$ cat config.mk
export PLATFORM = sky130hd
export DESIGN_NAME = median9_ctrl
export DESIGN_NICKNAME = d
export VERILOG_FILES = /design/src/rtl/median9_ctrl.sv
export SDC_FILE = /design/constraint.sdc
export NUM_CORES = 1
export LEC_CHECK = 0
export CAP_MARGIN = 0
export CORE_MARGIN = 5
export CORE_UTILIZATION = 35
export DETAILED_ROUTE_END_ITERATION = 10
export GPL_TIMING_DRIVEN = 0
export PLACE_DENSITY = 0.59
export SYNTH_ARGS = -nofsm -noshare
export SYNTH_HDL_FRONTEND = slang
export SYNTH_HIERARCHICAL = 1
export SYNTH_SLANG_ARGS = --single-unit
$ cat constraint.sdc
create_clock -name clk -period 10 [get_ports clk]
set_input_delay 2 -clock clk [delete_from_list [all_inputs] [get_ports clk]]
set_output_delay 2 -clock clk [all_outputs]
set_load 0.1 [all_outputs]
$ cat src/rtl/median9_ctrl.sv
// median9_ctrl: sequential median-of-9 engine for DATA_W-bit pixel streams.
//
// A 3x3 window arrives as nine pixels, row-major (p0 = top-left), on a
// valid/ready stream. One shared three-input sorter is reused for seven cycles:
// three column sorts, three row-stage sorts and one final sort. The median is
// then held on a valid/ready output until it is taken.
//
// Ports:
//   clk            sole clock, rising edge
//   rst_n          asynchronous active-low reset
//   flush_in       synchronous abort of the partial window / pending result
//   pix_in         window pixel
//   pix_valid_in   pix_in valid
//   pix_ready_out  block accepts a pixel this cycle (LOAD only)
//   med_out        median of the last complete window
//   med_valid_out  med_out valid
//   med_ready_in   sink accepts med_out
`timescale 1ns/1ps

// Three-input sorter: l >= m >= s. Three magnitude comparators in total.
module three_sort #(
  parameter int DATA_W = 8
) (
  input  logic [DATA_W-1:0] a,
  input  logic [DATA_W-1:0] b,
  input  logic [DATA_W-1:0] c,
  output logic [DATA_W-1:0] l,
  output logic [DATA_W-1:0] m,
  output logic [DATA_W-1:0] s
);
  logic [DATA_W-1:0] ab_hi, ab_lo, lc_hi;

  always_comb begin
    ab_hi = (a >= b) ? a : b;
    ab_lo = (a >= b) ? b : a;
    lc_hi = (ab_lo >= c) ? ab_lo : c;
    s     = (ab_lo >= c) ? c : ab_lo;
    l     = (ab_hi >= lc_hi) ? ab_hi : lc_hi;
    m     = (ab_hi >= lc_hi) ? lc_hi : ab_hi;
  end
endmodule

module median9_ctrl #(
  parameter int DATA_W = 8
) (
  input  logic              clk,
  input  logic              rst_n,
  input  logic              flush_in,
  input  logic [DATA_W-1:0] pix_in,
  input  logic              pix_valid_in,
  output logic              pix_ready_out,
  output logic [DATA_W-1:0] med_out,
  output logic              med_valid_out,
  input  logic              med_ready_in
);
  typedef enum logic [2:0] {IDLE, LOAD, COL, ROW, FIN, OUT} state_t;

  state_t state, state_nxt;

  logic [DATA_W-1:0] win  [0:8];
  logic [DATA_W-1:0] colL [0:2];
  logic [DATA_W-1:0] colM [0:2];
  logic [DATA_W-1:0] colS [0:2];
  logic [DATA_W-1:0] rlo, rmid, rhi, med;
  logic [3:0]        cnt;

  logic [DATA_W-1:0] sa, sb, sc, sl, sm, ss;
  logic [3:0]        col_base;
  logic              accept, out_hs, flush_act;

  assign pix_ready_out = (state == LOAD);
  assign accept        = pix_valid_in && pix_ready_out;
  assign out_hs        = (state == OUT) && med_valid_out && med_ready_in;
  assign flush_act     = flush_in && (state != IDLE);
  assign med_out       = med;
  assign col_base      = {2'b00, cnt[1:0]};

  three_sort #(.DATA_W(DATA_W)) u_sort (
    .a(sa), .b(sb), .c(sc),
    .l(sl), .m(sm), .s(ss)
  );

  // Operand mux: column in COL, one row of column results in ROW,
  // the three row-stage results in FIN.
  always_comb begin
    sa = '0;
    sb = '0;
    sc = '0;
    unique case (state)
      COL: begin
        sa = win[col_base];
        sb = win[col_base + 4'd3];
        sc = win[col_base + 4'd6];
      end
      ROW: begin
        unique case (cnt[1:0])
          2'd0:    begin sa = colS[0]; sb = colS[1]; sc = colS[2]; end
          2'd1:    begin sa = colM[0]; sb = colM[1]; sc = colM[2]; end
          default: begin sa = colL[0]; sb = colL[1]; sc = colL[2]; end
        endcase
      end
      FIN: begin
        sa = rlo;
        sb = rmid;
        sc = rhi;
      end
      default: ;
    endcase
  end

  always_comb begin
    state_nxt = state;
    unique case (state)
      IDLE: state_nxt = LOAD;
      LOAD: if (accept && cnt == 4'd8) state_nxt = COL;
      COL:  if (cnt == 4'd2) state_nxt = ROW;
      ROW:  if (cnt == 4'd2) state_nxt = FIN;
      FIN:  state_nxt = OUT;
      OUT:  if (out_hs) state_nxt = LOAD;
      default: state_nxt = IDLE;
    endcase
    // Abort takes priority over any pixel accept or output handshake.
    if (flush_act) state_nxt = LOAD;
  end

  always_ff @(posedge clk or negedge rst_n) begin
    if (!rst_n) state <= IDLE;
    else        state <= state_nxt;
  end

  always_ff @(posedge clk or negedge rst_n) begin
    if (!rst_n) begin
      cnt           <= '0;
      med_valid_out <= 1'b0;
      med           <= '0;
      rlo           <= '0;
      rmid          <= '0;
      rhi           <= '0;
      for (int i = 0; i < 9; i++) win[i] <= '0;
      for (int i = 0; i < 3; i++) begin
        colL[i] <= '0;
        colM[i] <= '0;
        colS[i] <= '0;
      end
    end else if (flush_act) begin
      cnt           <= '0;
      med_valid_out <= 1'b0;
    end else begin
      unique case (state)
        IDLE: cnt <= '0;
        LOAD: if (accept) begin
          win[cnt] <= pix_in;
          cnt      <= (cnt == 4'd8) ? 4'd0 : cnt + 4'd1;
        end
        COL: begin
          colL[cnt[1:0]] <= sl;
          colM[cnt[1:0]] <= sm;
          colS[cnt[1:0]] <= ss;
          cnt            <= (cnt == 4'd2) ? 4'd0 : cnt + 4'd1;
        end
        // Max of column minima, median of medians, min of column maxima.
        ROW: begin
          unique case (cnt[1:0])
            2'd0:    rlo  <= sl;
            2'd1:    rmid <= sm;
            default: rhi  <= ss;
          endcase
          cnt <= (cnt == 4'd2) ? 4'd0 : cnt + 4'd1;
        end
        FIN: begin
          med           <= sm;
          med_valid_out <= 1'b1;
          cnt           <= '0;
        end
        OUT: if (out_hs) begin
          med_valid_out <= 1'b0;
          cnt           <= '0;
        end
        default: cnt <= '0;
      endcase
    end
  end
endmodule

==> results of run 1 <==
[path summary, 6_finish.rpt]
kind,startpoint,to,slack (ns),cells after the start
setup / recovery,cnt[1],colM[18],0.66,32
hold / removal,win[31],win[31],0.50,1
setup reg to reg,cnt[1],colM[18],0.66,32
hold reg to reg,win[31],win[31],0.50,1
max in group asynchronous,rst_n,rhi[5],7.53,2
min in group asynchronous,rst_n,win[39],1.52,1
[area by class of cell]
type	count	area [um^2]	share of cell area
Multi-Input combinational cell	544	5180	0.454
Sequential cell	184	4600	0.403
Buffer	44	246	0.0216
Clock buffer	18	429	0.0376
Inverter	21	78.8	0.00691
Clock inverter	13	141	0.0124
Timing Repair Buffer	23	250	0.0219
Tap cell	384	480	0.0421
[layer usage]
layer  GRT usage  part of all wire  vias to the layer above
met5           0                 0                        -
met4      0.0591             0.029                        0
met3      0.0410             0.061                       47
met2       0.265              0.46                      208
met1       0.236              0.45                     3602
li1            -                 -                     3105
[critical path, delay by kind of cell, from the launching register on]
family | cells | cell delay [ns]
adders and majority gates | 4 | 1.11
DFF | 1 | 0.40
and+or+nand+nor | 5 | 1.02
AOI/OAI and AO/OA | 10 | 2.94
muxes | 4 | 1.14
buffers and inverters | 9 | 2.60
[flip-flops by register name, summed over array words and instances (netlist names)]
register,cells
colM,24
med_valid_out,1
med_out,8
rhi,8
rlo,8
cnt,4
win,72
colS,24
state,3
rmid,8
colL,24
[cell families (layout without fill, tap and decap cells)]
family,count (synthesis),in the layout,synth area share
DFF,184,184,0.456
buffers and inverters,66,119,0.0316
adders and majority gates,30,30,0.0372
and+or+nand+nor,146,146,0.0758
AOI/OAI and AO/OA,122,122,0.0983
xor gates and xnor gates,1,1,0.000868
muxes,245,245,0.300
[synth_stat cells (all sizes together) (2+ instances only)]
master    n
nor3b     5
nand3    19
a221o     8
nand4     2
a31oi     2
buf      23
a221oi   25
o221a    16
ha       30
a32o      8
o211ai    2
and2      4
mux2    197
dfrtp   184
or3       3
a21oi    15
nor2b     3
o21ai    24
o31a      8
inv      21
nor2     34
a211o     2
nand2b    5
mux4     24
nand2    52
clkbuf   22
nor4b     3
mux2i    24
o311ai    2
nor3     11
[metrics by stage]
step                      cell area (um^2)  worst slack [ns]  TNS (ns)  hold WS, ns
after floorplan                      10100              2.10         0        0.459
after global placement               10800             -1.04   -190.31        0.475
after detailed placement             10800           -0.0490    -0.504        0.480
after CTS                            11400            0.0910         0        0.497
after global routing                 11400             0.131         0        0.518
final                                11400             0.660         0        0.498
==> out/qor.txt, run 1 <==
Num CTS Buffers -> 17
Reg clk slew, reported paths -> 0.07 ns
Fill count -> 2,726
Core area -> 0.0286 mm^2
Die area -> 0.0323 mm^2
Placed insts -> 1,201
Post-synth EDFFs -> 0
DR vias/cell -> 5.66
Port bufs -> 21
Hold_buf cts -> 0
Measured slew at the worst slew-check pin -> 1.01 ns
Final setup fails -> 0
CTS tree -> done
Congestion Overflow GR -> 0
Syn_area_per_cell -> 12.7 um^2
Synth area leaders -> dfrtp_1, mux2_2, mux4_2
Initial antenna violation count -> 0
Syn Nets -> 837
Synth Warn # -> 6
# diodes -> 0
Worst Path Max Fanout -> 10
Final Util -> 0.399
Die Ht -> 180 um
Asr flop ratio synth -> 1.00
Final wirelength -> 27.5 mm
Placer Congestion -> 0.894
Slowest stage delay, CP -> 0.45 ns
# DRC -> 0
Post-DR wirelength/cell -> 22.3 um
Fin. Hold Viols -> 0
Leading area contributor after synthesis -> dfrtp_1
Largest net degree at the start of global routing -> 115
Clock sink count -> 184
Number of DRC markers in iteration 0 -> 486
CP Capture Type -> flip-flop
FP Rows -> 62
Number of distinct library cells after synthesis -> 61
Clk_skew -> 0.0225 ns
Crit path DAT -> 9.64 ns
Synthesized area -> 0.0101 mm^2
Worst-case clock buffer depth -> 2
Layout area overhead -> 13.0%
Hold Path Class -> flip-flop to flip-flop
Initial Util -> 0.353
Max-slew headroom -> 0.322
Fin cells -> 1,231
FF+latch count, synth -> 184
Period utilization -> 0.934
Fin nets -> 878
Total GRT Usage -> 0.171
Post-DP HPWL -> 20.1 mm
Vias after detailed routing -> 6,962
Layout cell share with drive strength beyond 1 -> 0.355
Required @ worst endpoint -> 10.30 ns
Number of global-route vias before repair -> 6,973
Commonest non-fill, non-tap cell in the layout -> mux2_2
Final ANT Viol Nets -> 0
CP max stage cell -> a2111o_1
Tmin final -> 9.34 ns
Most frequent cells in the layout -> mux2_2, dfrtp_1, nand2_1
Root Buffer -> clkbuf_16
Pins Over Slew Limit -> 0
Clk Latency, worst-skew pair -> 0.44 ns
Sequential cell area fraction in the yosys report -> 0.456
First-pass GRT wire length -> 43.5 mm
Post-CTS Setup Bufs -> 0
1st-pass router iterations -> 8
I/O pin total -> 23
Most common flop cell mapped by yosys -> dfrtp_1
MaxCap Viol Count -> 0
Top cell type's share of synthesized area -> 0.456
H-tree depth -> 4
RSZ-0062 raised after global routing -> false
Startpoint Class -> flip-flop
Fmax -> 107 MHz
Worst setup path category -> flip-flop to flip-flop
Status -> complete, no violations
Die Wd -> 180 um
Mapped Cells -> 794
Post_cts resized -> 1
Power of run 1 is not shown: default switching activity piles up to over one toggle a cycle in this logic, so the estimate is an artifact.
==> inputs of run 2 (changes only) <==
Settings changed: ABC_CLOCK_PERIOD_IN_PS set to 10000.
==> results of run 2 <==
The final DEF is identical to that of run 1; final timing and power are the same.
Power of run 2 is left out for the same reason.
==> inputs of run 3 (changes only) <==
Settings changed: CORE_MARGIN 5 to not set, DONT_BUFFER_PORTS set to 1, HOLD_SLACK_MARGIN set to 0.03, PLACE_DENSITY 0.59 to 0.58.
==> run 3 against run 2 <==
Effect of this change: worst setup slack better by 0.0058 ns; cell area fell by 1.5%; via count shrank 3.8%; sequential cell count unchanged; count of clock-buffer cells in the layout is 1 lower; core utilization is 0.17 points higher; die area fell by 8.7%.
==> out/qor.txt, run 3 (same netlist as run 1, synthesis figures left out) <==
Initial Util -> 0.359 (+0.00676)
Worst-case clock buffer depth -> 2 (unchanged)
Die Ht -> 172 um (-4.4%)
Clk Latency, worst-skew pair -> 0.45 ns (about the same)
CP max stage cell -> mux4_2
Required @ worst endpoint -> 10.33 ns (+0.03 ns)
Congestion Overflow GR -> 0 (unchanged)
1st-pass router iterations -> 7 (-1)
Root Buffer -> clkbuf_16
Max reg flops -> 72 (unchanged)
Largest net degree at the start of global routing -> 185 (+61%)
Delay-heaviest family, CP -> compound AO/OA/AOI/OAI gates
Measured slew at the worst slew-check pin -> 0.968 ns (-0.0442 ns)
# DRC -> 0 (unchanged)
Fmax -> 107 MHz (about the same)
Layout cell share with drive strength beyond 1 -> 0.364 (+0.00903)
MaxCap Viol Count -> 0 (unchanged)
CP Capture Type -> flip-flop
Tmin final -> 9.33 ns (-0.00580 ns)
CTS tree -> done
Status -> complete, no violations
Levels on crit path -> 30 (-6.3%)
Post-CTS Setup Bufs -> 0 (unchanged)
Vias after detailed routing -> 6,700 (-3.8%)
Period utilization -> 0.933 (about the same)
Die area -> 0.0295 mm^2 (-8.7%)
Final setup fails -> 0 (unchanged)
Fin nets -> 856 (-2.5%)
Final wirelength -> 27.7 mm (+0.89%)
Top reg by flops -> win
Max-slew headroom -> 0.354 (+0.0324)
Worst setup path category -> flip-flop to flip-flop
Worst Path Max Fanout -> 19 (+9)
Final setup margin -> 0.665 ns (+0.00579 ns)
Hold Path Class -> flip-flop to flip-flop
Fin cells -> 1,205 (-2.1%)
Hold depth -> 1 (unchanged)
Startpoint Class -> flip-flop
FP Rows -> 61 (-1.6%)
Reg clk slew, reported paths -> 0.08 ns (about the same)
Die Wd -> 172 um (-4.4%)
Final hold slack -> 0.492 ns (-0.00563 ns)
Number of global-route vias before repair -> 6,826 (-2.1%)
Worst setup slack after placement -> -0.107 ns (-0.0585 ns)
Num CTS Buffers -> 17 (unchanged)
Total GRT Usage -> 0.198 (+0.0269)
Worst-case reg-to-reg path depth -> 30 (-6.3%)
Pins Over Slew Limit -> 0 (unchanged)
First-pass GRT wire length -> 42.7 mm (-1.9%)
Clock sink count -> 184 (unchanged)
CP dominant cell by count -> ha_1
I/O pin total -> 23 (unchanged)
Placed insts -> 1,174 (-2.2%)
Number of DRC markers in iteration 0 -> 518 (+6.6%)
Core area -> 0.0281 mm^2 (-1.9%)
Hold_buf cts -> 0 (unchanged)
Initial antenna violation count -> 1 (+1)
Port bufs -> 0 (-100%)
Slowest stage delay, CP -> 0.58 ns (+0.13 ns)
Placer Congestion -> 0.856 (-4.2%)
Post-DR wirelength/cell -> 23.0 um (+3.1%)
Crit path DAT -> 9.66 ns (+0.02 ns)
Clk_skew -> 0.0129 ns (-0.00958 ns)
Post-DP HPWL -> 20.3 mm (+0.74%)
Layout area overhead -> 11.4%
Critical path buffers and inverters -> 8 (-1)
RSZ-0062 raised after global routing -> false
DR vias/cell -> 5.56 (-1.7%)
Commonest non-fill, non-tap cell in the layout -> mux2_2
Fin. Hold Viols -> 0 (unchanged)
Final ANT Viol Nets -> 0 (unchanged)
Most frequent cells in the layout -> mux2_2, dfrtp_1, nand2_1
H-tree depth -> 4 (unchanged)
## run 3: cell type report
type	count	area (um^2)
tap	378	473
multi-input combinational	544	5180
inverter	21	78.8
timing repair buffer	2	35.0
clock buffer	17	425
fill	2737	16800
clock inverter	15	205
sequential	184	4600
antenna	1	2.50
buffer	43	241
## run 3: worst register-to-register path: cells and delay by family (launching register included)
family                     cells  cell delay (ns)
AOI/OAI and AO/OA              9             2.76
buffers and inverters          8             2.50
muxes                          5             1.65
adders and majority gates      4             1.23
and+or+nand+nor                4             0.66
DFF                            1             0.42
## run 3: metal layers
layer,GRT usage,vias up,routed length [um]
li1,-,3053,-
met1,0.269,3488,12900
met2,0.315,123,13000
met3,0.0435,36,1230
met4,0.0608,0,586
met5,0,-,0
## run 3: final timing paths
path	start	endpoint	slack (ns)
max	cnt[0]	colM[17]	0.67
min	win[31]	win[31]	0.49
max reg2reg	cnt[0]	colM[17]	0.67
min reg2reg	win[31]	win[31]	0.49
max in group asynchronous	rst_n	cnt[3]	8.27
min in group asynchronous	rst_n	rhi[3]	1.25
## run 3: timing repair
action,in CTS,in global routing
gates resized for setup,1,9
hold endpoints to repair,0,0
endpoints found under the setup margin,40,72
## run 3: through the flow
step / TNS (ns) / cell area, um^2 / util
2_1_floorplan: 0 / 10100 / -
4_1_cts: 0 / 11200 / 0.400
3_5_place_dp: -3.15 / 10600 / 0.378
5_1_grt: 0 / 11200 / 0.400
6_report: 0 / 11200 / 0.400
3_3_place_gp: 0 / 10600 / 0.376
Power of run 3 is left out for the same reason.
